$ cat config.mk
export PLATFORM = sky130hd
export DESIGN_NAME = alu_sweep_ctrl
export DESIGN_NICKNAME = d
export VERILOG_FILES = /design/src/rtl/alu_sweep_ctrl.sv
export SDC_FILE = /design/constraint.sdc
export NUM_CORES = 1
export LEC_CHECK = 0
export BUFFER_PORTS_ARGS = -buffer_cell sky130_fd_sc_hd__clkbuf_2
export CAP_MARGIN = 15
export CORE_ASPECT_RATIO = 0.75
export CORE_MARGIN = 1.5
export CORE_UTILIZATION = 57
export DETAILED_ROUTE_END_ITERATION = 8
export PLACE_DENSITY = 0.81
export RECOVER_POWER = 50
export SETUP_SLACK_MARGIN = 0.5
export SLEW_MARGIN = 10
export SYNTH_ARGS = -nofsm -noshare
export SYNTH_HDL_FRONTEND = slang
export SYNTH_SLANG_ARGS = --single-unit
$ cat constraint.sdc
create_clock -name clk -period 3.6 [get_ports clk]
set_input_delay 0.36 -clock clk [delete_from_list [all_inputs] [get_ports clk]]
set_output_delay 0.36 -clock clk [all_outputs]
set_load 0.005 [all_outputs]
$ cat src/rtl/alu_sweep_ctrl.sv
// Sweeps all eight ALU opcodes over latched operands and captures {carry, result} per opcode.
// Optional macro ALU_SWEEP_CHECKSUM_EN adds a checksum output (mod-256 sum of captured results).
module alu_sweep_ctrl #(
   parameter int SETTLE_CYCLES = 1
) (
   input  logic       clk,
   input  logic       rst_n,
   input  logic       start,
   input  logic [7:0] a_in,
   input  logic [7:0] b_in,
   output logic [7:0] alu_a,
   output logic [7:0] alu_b,
   output logic [2:0] alu_s,
   input  logic [7:0] alu_result,
   input  logic       alu_carry,
   output logic       busy,
   output logic       done,
   input  logic [2:0] rd_addr,
   output logic [8:0] rd_data
`ifdef ALU_SWEEP_CHECKSUM_EN
   ,
   output logic [7:0] checksum
`endif
);

   typedef enum logic [1:0] {
      IDLE = 2'd0,
      RUN  = 2'd1,
      DONE = 2'd2
   } state_t;

   localparam logic [3:0] SETTLE_LIM = 4'(SETTLE_CYCLES);

   state_t     state_r;
   state_t     state_s;
   logic [3:0] settle_r;
   logic [8:0] slot_r [8];
   logic       accept_s;
   logic       capture_s;
   logic       last_s;

   assign accept_s  = (state_r == IDLE) && start;
   assign capture_s = (state_r == RUN) && (settle_r == SETTLE_LIM);
   assign last_s    = capture_s && (alu_s == 3'd7);
   assign rd_data   = slot_r[rd_addr];

   // Next-state decode for the sweep sequencer
   always_comb begin
      state_s = state_r;
      case (state_r)
         IDLE: begin
            if (start) begin
               state_s = RUN;
            end else begin
               state_s = IDLE;
            end
         end
         RUN: begin
            if (last_s) begin
               state_s = DONE;
            end else begin
               state_s = RUN;
            end
         end
         DONE:    state_s = IDLE;
         default: state_s = IDLE;
      endcase
   end

   // State register with registered status flags derived from the next state
   always_ff @(posedge clk or negedge rst_n) begin
      if (!rst_n) begin
         state_r <= IDLE;
         busy    <= 1'b0;
         done    <= 1'b0;
      end else begin
         state_r <= state_s;
         busy    <= (state_s == RUN);
         done    <= (state_s == DONE);
      end
   end

   // Operand latch, opcode stepping, settle counting and slot capture
   always_ff @(posedge clk or negedge rst_n) begin
      if (!rst_n) begin
         alu_a    <= 8'd0;
         alu_b    <= 8'd0;
         alu_s    <= 3'd0;
         settle_r <= 4'd0;
         for (int i = 0; i < 8; i++) begin
            slot_r[i] <= 9'h000;
         end
      end else if (accept_s) begin
         alu_a    <= a_in;
         alu_b    <= b_in;
         alu_s    <= 3'd0;
         settle_r <= 4'd0;
      end else if (state_r == RUN) begin
         if (capture_s) begin
            slot_r[alu_s] <= {alu_carry, alu_result};
            alu_s         <= alu_s + 3'd1;
            settle_r      <= 4'd0;
         end else begin
            settle_r <= settle_r + 4'd1;
         end
      end
   end

`ifdef ALU_SWEEP_CHECKSUM_EN
   // Slot 7 is written on the same edge, so its value comes straight from the ALU
   function automatic logic [7:0] sweep_sum(input logic [8:0] slots [8], input logic [7:0] last);
      logic [7:0] acc;
      acc = last;
      for (int i = 0; i < 7; i++) begin
         acc = acc + slots[i][7:0];
      end
      return acc;
   endfunction

   // Checksum register, refreshed on the transition into DONE
   always_ff @(posedge clk or negedge rst_n) begin
      if (!rst_n) begin
         checksum <= 8'd0;
      end else if (last_s) begin
         checksum <= sweep_sum(slot_r, alu_result);
      end
   end
`endif

endmodule

# After elaboration in Yosys (flattened, before gate mapping)

Cells that the tools add are included.

Register bits after elaboration: 99
Output and inout bits: 30

Add/sub/neg operators: 2
Magnitude comparators: 3
Eq/ne operators: 5
Mux-type cells: 15
Bitwise gates (word level): 3
Reduce and logical (&&, ||, !) cells: 9

Operator list:

| operator                                                              | number |
|---|---|
| 72-bit bitwise mux                                                    | 1 |
| 9-bit binary-select mux with 3-bit select                             | 1 |
| 9-bit demux with 3-bit select                                         | 1 |
| 9-bit two-way mux                                                     | 3 |
| 4-bit two-way mux                                                     | 3 |
| 3-bit two-way mux                                                     | 3 |
| 4-bit greater-or-equal comparator (second input constant)             | 2 |
| 3-bit NOT with 4-bit output                                           | 2 |
| 4-bit by 1-bit adder with 4-bit output (second input constant)        | 1 |
| 2-bit by 1-bit == test with 1-bit output (second input constant)      | 2 |
| 4-bit by 1-bit == test with 1-bit output (second input constant)      | 1 |
| 1-bit logical AND                                                     | 4 |
| 4-bit by 1-bit < comparator with 1-bit output (second input constant) | 1 |
| 2-bit case mux with 2 select lines                                    | 1 |
| 2-bit nonzero test                                                    | 2 |
| 3-bit by 1-bit adder with 3-bit output (second input constant)        | 1 |
| 3-bit == test (second input constant)                                 | 1 |
| 3-bit AND reduction                                                   | 1 |
| 2-bit == test (second input constant)                                 | 1 |
| 2-bit zero test                                                       | 1 |
| 2-bit two-way mux                                                     | 1 |
| 2-bit AND reduction                                                   | 1 |
| 1-bit two-way mux                                                     | 1 |
| 1-bit NOT                                                             | 1 |

# Longest topological paths before layout

Gate-level depths: netlist (run 1).

Depth after elaboration: 6
Gate-level depth with buffers: 6
Gate-level depth less buffers: 5

# Worst setup path after synthesis (run 1)

Ideal clock, no wire load.

Path type: input to output
Start point: input rd_addr[1]
End point: output rd_data[0]
Arrival time: 1727 ps
Required time: 3240 ps
Slack: 1513 ps
Stages: 4
Path buffers: 2
Cell sequence: buf_2 > buf_2 > mux4_2 > mux2_2

Longest elaborated chain between the ends: 4

Ends and longest elaborated chain:

| what                                                  | RTL line | RTL |
|---|---|---|
| start: declaration                                    | 18       | `input logic [2:0] rd_addr,` |
| 3-bit NOT with 4-bit output (not written as such)     | 45       | `assign rd_data = slot_r[rd_addr];` |
| 9-bit binary-select mux with 3-bit select             | 45       |  |
| 9-bit two-way mux (not written as such) (2 in series) | 45       |  |
| end: declaration                                      | 19       | `output logic [8:0] rd_data` |

Every way passes these cells. The select of a mux whose other input is x is not followed.

# Worst setup path in the final report (run 1)

Start point: register settle_r[1]
End point: register slot_r[39] (netlist bit)

Longest elaborated chain between the ends: 3

Ends and longest elaborated chain:

| what                                     | RTL line | RTL |
|---|---|---|
| start: declaration                       | 36       | `logic [3:0] settle_r;` |
| start signal: assignment                 | 104      | `settle_r <= settle_r + 4'd1;` |
| 4-bit by 1-bit == test with 1-bit output | 43       | `assign capture_s = (state_r == RUN) && (settle_r == SETTLE_LIM);` |
| 1-bit logical AND                        | 43       |  |
| 3-bit AND reduction (no source line)     | n/a      |  |
| end signal: indexed assignment           | 100      | `slot_r[alu_s] <= {alu_carry, alu_result};` |
| end: declaration                         | 37       | `logic [8:0] slot_r [8];` |

Every way passes these cells.
A chain may end at the register's enable or synchronous reset.

==> flow_summary.ini, run 1 <==
[grt]
first_global_vias = 2595
busiest_layer = met2
grt_use_met3_pct = 6.814
grt_pass1_wl_mm = 13.58
antenna_found_initial = 0
grt_max_degree = 65
gr-usage-met2_pct = 33.88
use_met1_pct = 30.74
grt.total_usage_pct = 22.27
grt.overflow.total = 0

[die]
start_util_pct = 59.43
die-area_um2 = 8255
die_height_um = 79.06
io_pins = 61
rows = 27
die_w_um = 104.4
core_area_um2 = 7398

[sta]
fin_setup_tns_ps = 0
finalCriticalPeriod_ps = 2283
final-setup-viol-count = 0
max_freq_mhz = 438.0
skew_ps = 18.71
timing.hold.ws_ps = 205.0
worst_slew_pin_slew_ps = 1549
rsz0062_at_grt = false
min_period_over_period_pct = 63.42
drv_slew = 65
slew_headroom_pct = -3.287
hold_violations = 0

[critical_path]
cp_num_buf_inv = 1
endpoint = slot_r[39]
cp_data_required_time_ps = 3870
crit_start = settle_r[1]
crit_arrival_ps = 2550
worstSetupEndpointType = flop
rrSetupSlack_ps = 1320
rr_endpoint = slot_r[39]
path_class = flop to flop
cp_cell_sequence = inv_1 -> ha_1 -> or3b_1 -> nor3_4 -> mux2_2
max_stage_delay_ps = 590
crit_path_top_delay_cell = nor3_4
crit_fanout = 9
critPathLaunchType = flop
reg2reg_from = settle_r[1]
reg2reg_depth = 5
cp.depth = 5
cp_top_family = simple AND/OR/NAND/NOR gates

[cts]
cts_resized = 0
htreeDepth = 3
worstSkewPairLatency_ps = 390
clockRootBuffer = clkbuf_8
postCtsSetupBuffers = 0
clk_pin_slew_worst_paths_ps = 100
cts.path.max_buffers = 2
cts_hold_buffers = 0
clock_sinks = 99
cts_tree = yes
cts_buffers = 9

[logic_synthesis]
synth_mux_area_share_pct = 34.29
yosysMostFrequentCell = dfrtp_1
synth.largest_area_cell = dfrtp_1
ys_types = 31
syn_inst = 276
synth_xor_area_share_pct = 0
synth-async-reset-ratio_pct = 100.0
synth_area_per_cell_um2 = 15.93
synth-adder-area-share_pct = 1.138
synth-compound-area-share_pct = 1.508
synth_top_area_share_pct = 56.35
synthFlopType = dfrtp_1
synth_top_family_by_area = multiplexers
synth_edf_count = 0
synth_area_um2 = 4397
synth.area.top_cells = dfrtp_1, mux2_2, mux4_2
yosysWarnings = 0
synth_seq_cells = 99
ys_seq_area_share_pct = 56.35
synth_common_cells = dfrtp_1, mux2_2, mux4_2
synth-simple-area-share_pct = 5.378
syn_nets = 311

[place]
place_inst = 428
hpwl_mm = 5.552
io_buffers = 60
place_congestion = 0.7528

[outcome]
failed_checks = capacitance limit, slew limit
status = complete, but fails checks

[layout]
antenna_cells = 0
regArea_um2 = 2477
areaGrowthSynthToFinish_pct = 13.20
fill_cells = 533
drive_gt1_share_pct = 55.52
fin_nets = 374
multiInputGateArea_um2 = 1861
final_cells = 445

[run]
drv_cap = 1

[route]
drtIter0Drc = 96
ant_nets = 0
routed_wl_mm = 8.362
viasPerCell = 5.836
dr_total_vias = 2597
drc_errors = 0
wl_per_cell_um = 18.79
firstDrtPassIters = 4

[pwr]
ir_worst_vdd_v = 0.0004846
p_per_area_nw_per_um2 = 759.1
p_leak_nw = 2.221

[worst_hold_path]
hold_class = primary input to flop
==> layout make-up <==
type / count / share of cell area, %
Multi-Input combinational cell: 163 / 37.38
Timing Repair Buffer: 64 / 6.385
Clock buffer: 10 / 2.564
Clock inverter: 6 / 1.207
Tap cell: 101 / 2.539
Sequential cell: 99 / 49.77
Inverter: 2 / 0.1508
==> worst register-to-register path, cell delays in order, from the launching register on <==
cell and delay [ps]:
dfrtp_1 420, inv_1 70, ha_1 160, or3b_1 530, nor3_4 590, mux2_2 410
==> cell usage in the layout (no fill, tap or decap), drive strengths merged, types with 3 or more instances in the layout <==
cell type  netlist  final
and3             3      3
clkbuf           4     72
dfrtp           99     99
ha               4      4
inv              2      4
mux2            97     97
mux4            18     18
nand2            6      6
nand3           11     11
nor3b            3      3
==> where the power goes <==
group	switching (W)	internal, W	total (W)
Sequential	0.000309	0.00162	0.00193
Clock	0.000412	0.000265	0.000678
Combinational	0.000417	0.000758	0.00118
Total	0.00114	0.00264	0.00378
==> metrics by stage <==
stage	power (W)	utilization [%]	cell area, µm²	setup slack (ps)
after floorplan	0.002723	-	4397	1513
after global placement	0.003050	64.84	4797	1306
after detailed placement	0.003134	64.84	4797	1284
after CTS	0.003811	67.38	4985	1282
after global routing	0.004011	67.28	4977	1145
final	0.003778	67.28	4977	1317
==> layer usage <==
metal  vias to the layer above  routed length (µm)
met3                        12                 433
met1                      1346                3917
met2                        69                3889
met5                         -                   0
met4                         0                 123
li1                       1170                   -
==> worst min-delay path by stage <==
stage	start	end	slack, ps	depth (start not counted)
after global placement	slot_r[44]	slot_r[44]	470	1
after global routing	b_in[4]	alu_b[4]	190	2
after CTS	rst_n	slot_r[29]	80	1
final	b_in[4]	alu_b[4]	210	2
after detailed placement	slot_r[19]	slot_r[19]	490	1
after floorplan	rst_n	alu_a[0]	60	0
==> registers in the layout, summed over array words and instances, names as in the netlist <==
signal	flops
settle_r	4
state_r	2
busy	1
slot_r	72
alu_s	3
alu_b	8
alu_a	8
done	1
==> logic make-up after synthesis <==
| group | after synthesis |
|---|---|
| AO/OA/AOI/OAI | 8 |
| adder cells (fa/ha/maj) | 4 |
| buffers and inverters | 14 |
| flip-flops | 99 |
| multiplexers | 116 |
| AND/OR/NAND/NOR | 35 |
(Power assumes the default switching activity.)
==> run 2, diff against run 1 <==
Settings changed: CORE_UTILIZATION 57 to 51, PLACE_DENSITY 0.81 to 0.77.
Clock period 3.6 ns to 2 ns, I/O delays scaled along.
==> flow_summary.ini, run 2 (synthesized netlist as in run 1, its figures left out) <==
[route]
drc_errors = 0
wl_per_cell_um = 19.25
firstDrtPassIters = 4
routed_wl_mm = 9.107
viasPerCell = 5.734
ant_nets = 0
drtIter0Drc = 80
dr_total_vias = 2712

[cts]
cts_tree = yes
clock_sinks = 99
cts.path.max_buffers = 2
worstSkewPairLatency_ps = 340
clockRootBuffer = clkbuf_16
clk_pin_slew_worst_paths_ps = 60
htreeDepth = 3
cts_buffers = 9

[place]
pre_cts_ws_ps = 106.6
dpl_cell_area_um2 = 5075
hpwl_mm = 5.788
place_congestion = 0.7464
io_buffers = 60

[grt]
gr-usage-met2_pct = 35.06
antenna_found_initial = 0
use_met1_pct = 29.77
grt_use_met3_pct = 6.986
grt_max_degree = 42
busiest_layer = met2
grt.overflow.total = 0
grt.total_usage_pct = 22.07
grt_pass1_wl_mm = 14.75
first_global_vias = 2822

[critical_path]
rrSetupSlack_ps = 160
crit_path_top_delay_cell = or3b_4
crit_arrival_ps = 2070
path_class = flop to flop
max_stage_delay_ps = 430
cp.depth = 6
critPathLaunchType = flop
reg2reg_from = settle_r[1]
crit_fanout = 9
cp_cell_sequence = inv_1 -> ha_1 -> or3b_4 -> nor3_4 -> buf_12 -> mux2_2
cp_top_family = simple AND/OR/NAND/NOR gates
reg2reg_depth = 6
rr_endpoint = slot_r[0]
cp_data_required_time_ps = 2230
worstSetupEndpointType = flop
cp_num_buf_inv = 2

[run]
drv_cap = 0

[sta]
drv_slew = 0
skew_ps = 4.978
final-setup-viol-count = 0
min_period_over_period_pct = 92.22
hold_violations = 0
rsz0062_at_grt = true
finalCriticalPeriod_ps = 1844
max_freq_mhz = 542.2
timing.hold.ws_ps = 90.15
slew_headroom_pct = 40.75
setup_slack_ps = 155.6
fin_setup_tns_ps = 0
worst_slew_pin_slew_ps = 888.7

[layout]
largest_register = slot_r
reg_top3 = slot_r: 72 flops, alu_a: 8 flops, alu_b: 8 flops
largest_reg_flops = 72
drive_gt1_share_pct = 61.64
final_cell_mix = dfrtp_1, mux2_2, clkbuf_2
fin_util_pct = 65.09
layout.cells.most_common = dfrtp_1
fin_nets = 395
antenna_cells = 0
areaGrowthSynthToFinish_pct = 24.62
final_area_um2 = 5479

[pwr]
p_seq_share_pct = 45.1
combPwrFrac_pct = 33.0
p_switching_w = 0.002170
ir_worst_vdd_v = 0.0006833
swShare_pct = 28.27
p_per_area_nw_per_um2 = 1402
pwr-share-clk_pct = 21.9
p_leak_nw = 2.474
p_int_w = 0.005509

[die]
die_w_um = 110.2
die_height_um = 83.41
rows = 29
start_util_pct = 52.23
io_pins = 61
core_area_um2 = 8418
die-area_um2 = 9193

[worst_hold_path]
worstHoldPathCells = 2
min_to = alu_a[5]
hp-start = a_in[5]
hold_class = primary input to flop

[outcome]
status = completed
-- run 2: cell count changes in the layout (fill, tap and decap cells not counted), moves of 3 or more --
cell / before / now
buf_6: 0 / 5
buf_12: 0 / 5
clkbuf_8: 9 / 4
buf_4: 2 / 12
clkbuf_16: 0 / 9
mux2_2: 96 / 88
nand3_1: 11 / 8
nand3_4: 0 / 3
mux2_4: 0 / 8
-- run 2: through the flow --
stage               std cells  total power, W
global route              473        0.008137
global placement          449        0.005725
detailed placement        449        0.005867
CTS                       473        0.007703
floorplan                 276        0.005038
finish                    473        0.007679
-- run 2: per-layer routing --
metal	vias up	part of all wire, %
met5	-	0
met4	0	1.3
met3	12	5.1
met2	54	50
met1	1425	44
li1	1221	-
-- run 2: worst max path at each step --
stage,slack [ps],startpoint,to
after floorplan,110,settle_r[1],slot_r[0]
after global placement,170,settle_r[1],slot_r[1]
after detailed placement,110,settle_r[1],slot_r[4]
after CTS,160,settle_r[1],slot_r[4]
after global routing,60,rst_n,slot_r[22]
final,160,settle_r[1],slot_r[0]
-- run 2: final cells by class --
cell class / count / area [µm²]
Tap cell: 108 / 135.1
Clock inverter: 1 / 5.005
Multi-Input combinational cell: 164 / 2006
Inverter: 2 / 7.507
Timing Repair Buffer: 84 / 558.0
Clock buffer: 15 / 287.8
Sequential cell: 99 / 2480
Fill cell: 621 / 2939
-- run 2: worst reg2reg max path: cells and delay by family (launching register included) --
family	cells	cell delay, ps
flops	1	380
mux	1	330
buf+inv	2	210
simple gates	2	650
fa+ha+maj	1	160
-- run 2: repair_timing --
action                                  in CTS  in global routing
gates cloned                                 2                  0
endpoints found under the setup margin     103                103
gates resized for setup                     16                  4
pin swaps                                    4                  0
hold endpoints to repair                    34                  0
setup buffers                                5                  0
hold buffers                                 1                  0
-- run 2: power by group through the flow --
stage / Clock [W] / Combinational, W / Sequential [W]
after global placement: 0 / 0.00231 / 0.00342
after detailed placement: 0 / 0.00240 / 0.00346
after global routing: 0.00181 / 0.00275 / 0.00357
after CTS: 0.00171 / 0.00255 / 0.00345
after floorplan: 0 / 0.00171 / 0.00332
final: 0.00168 / 0.00254 / 0.00346
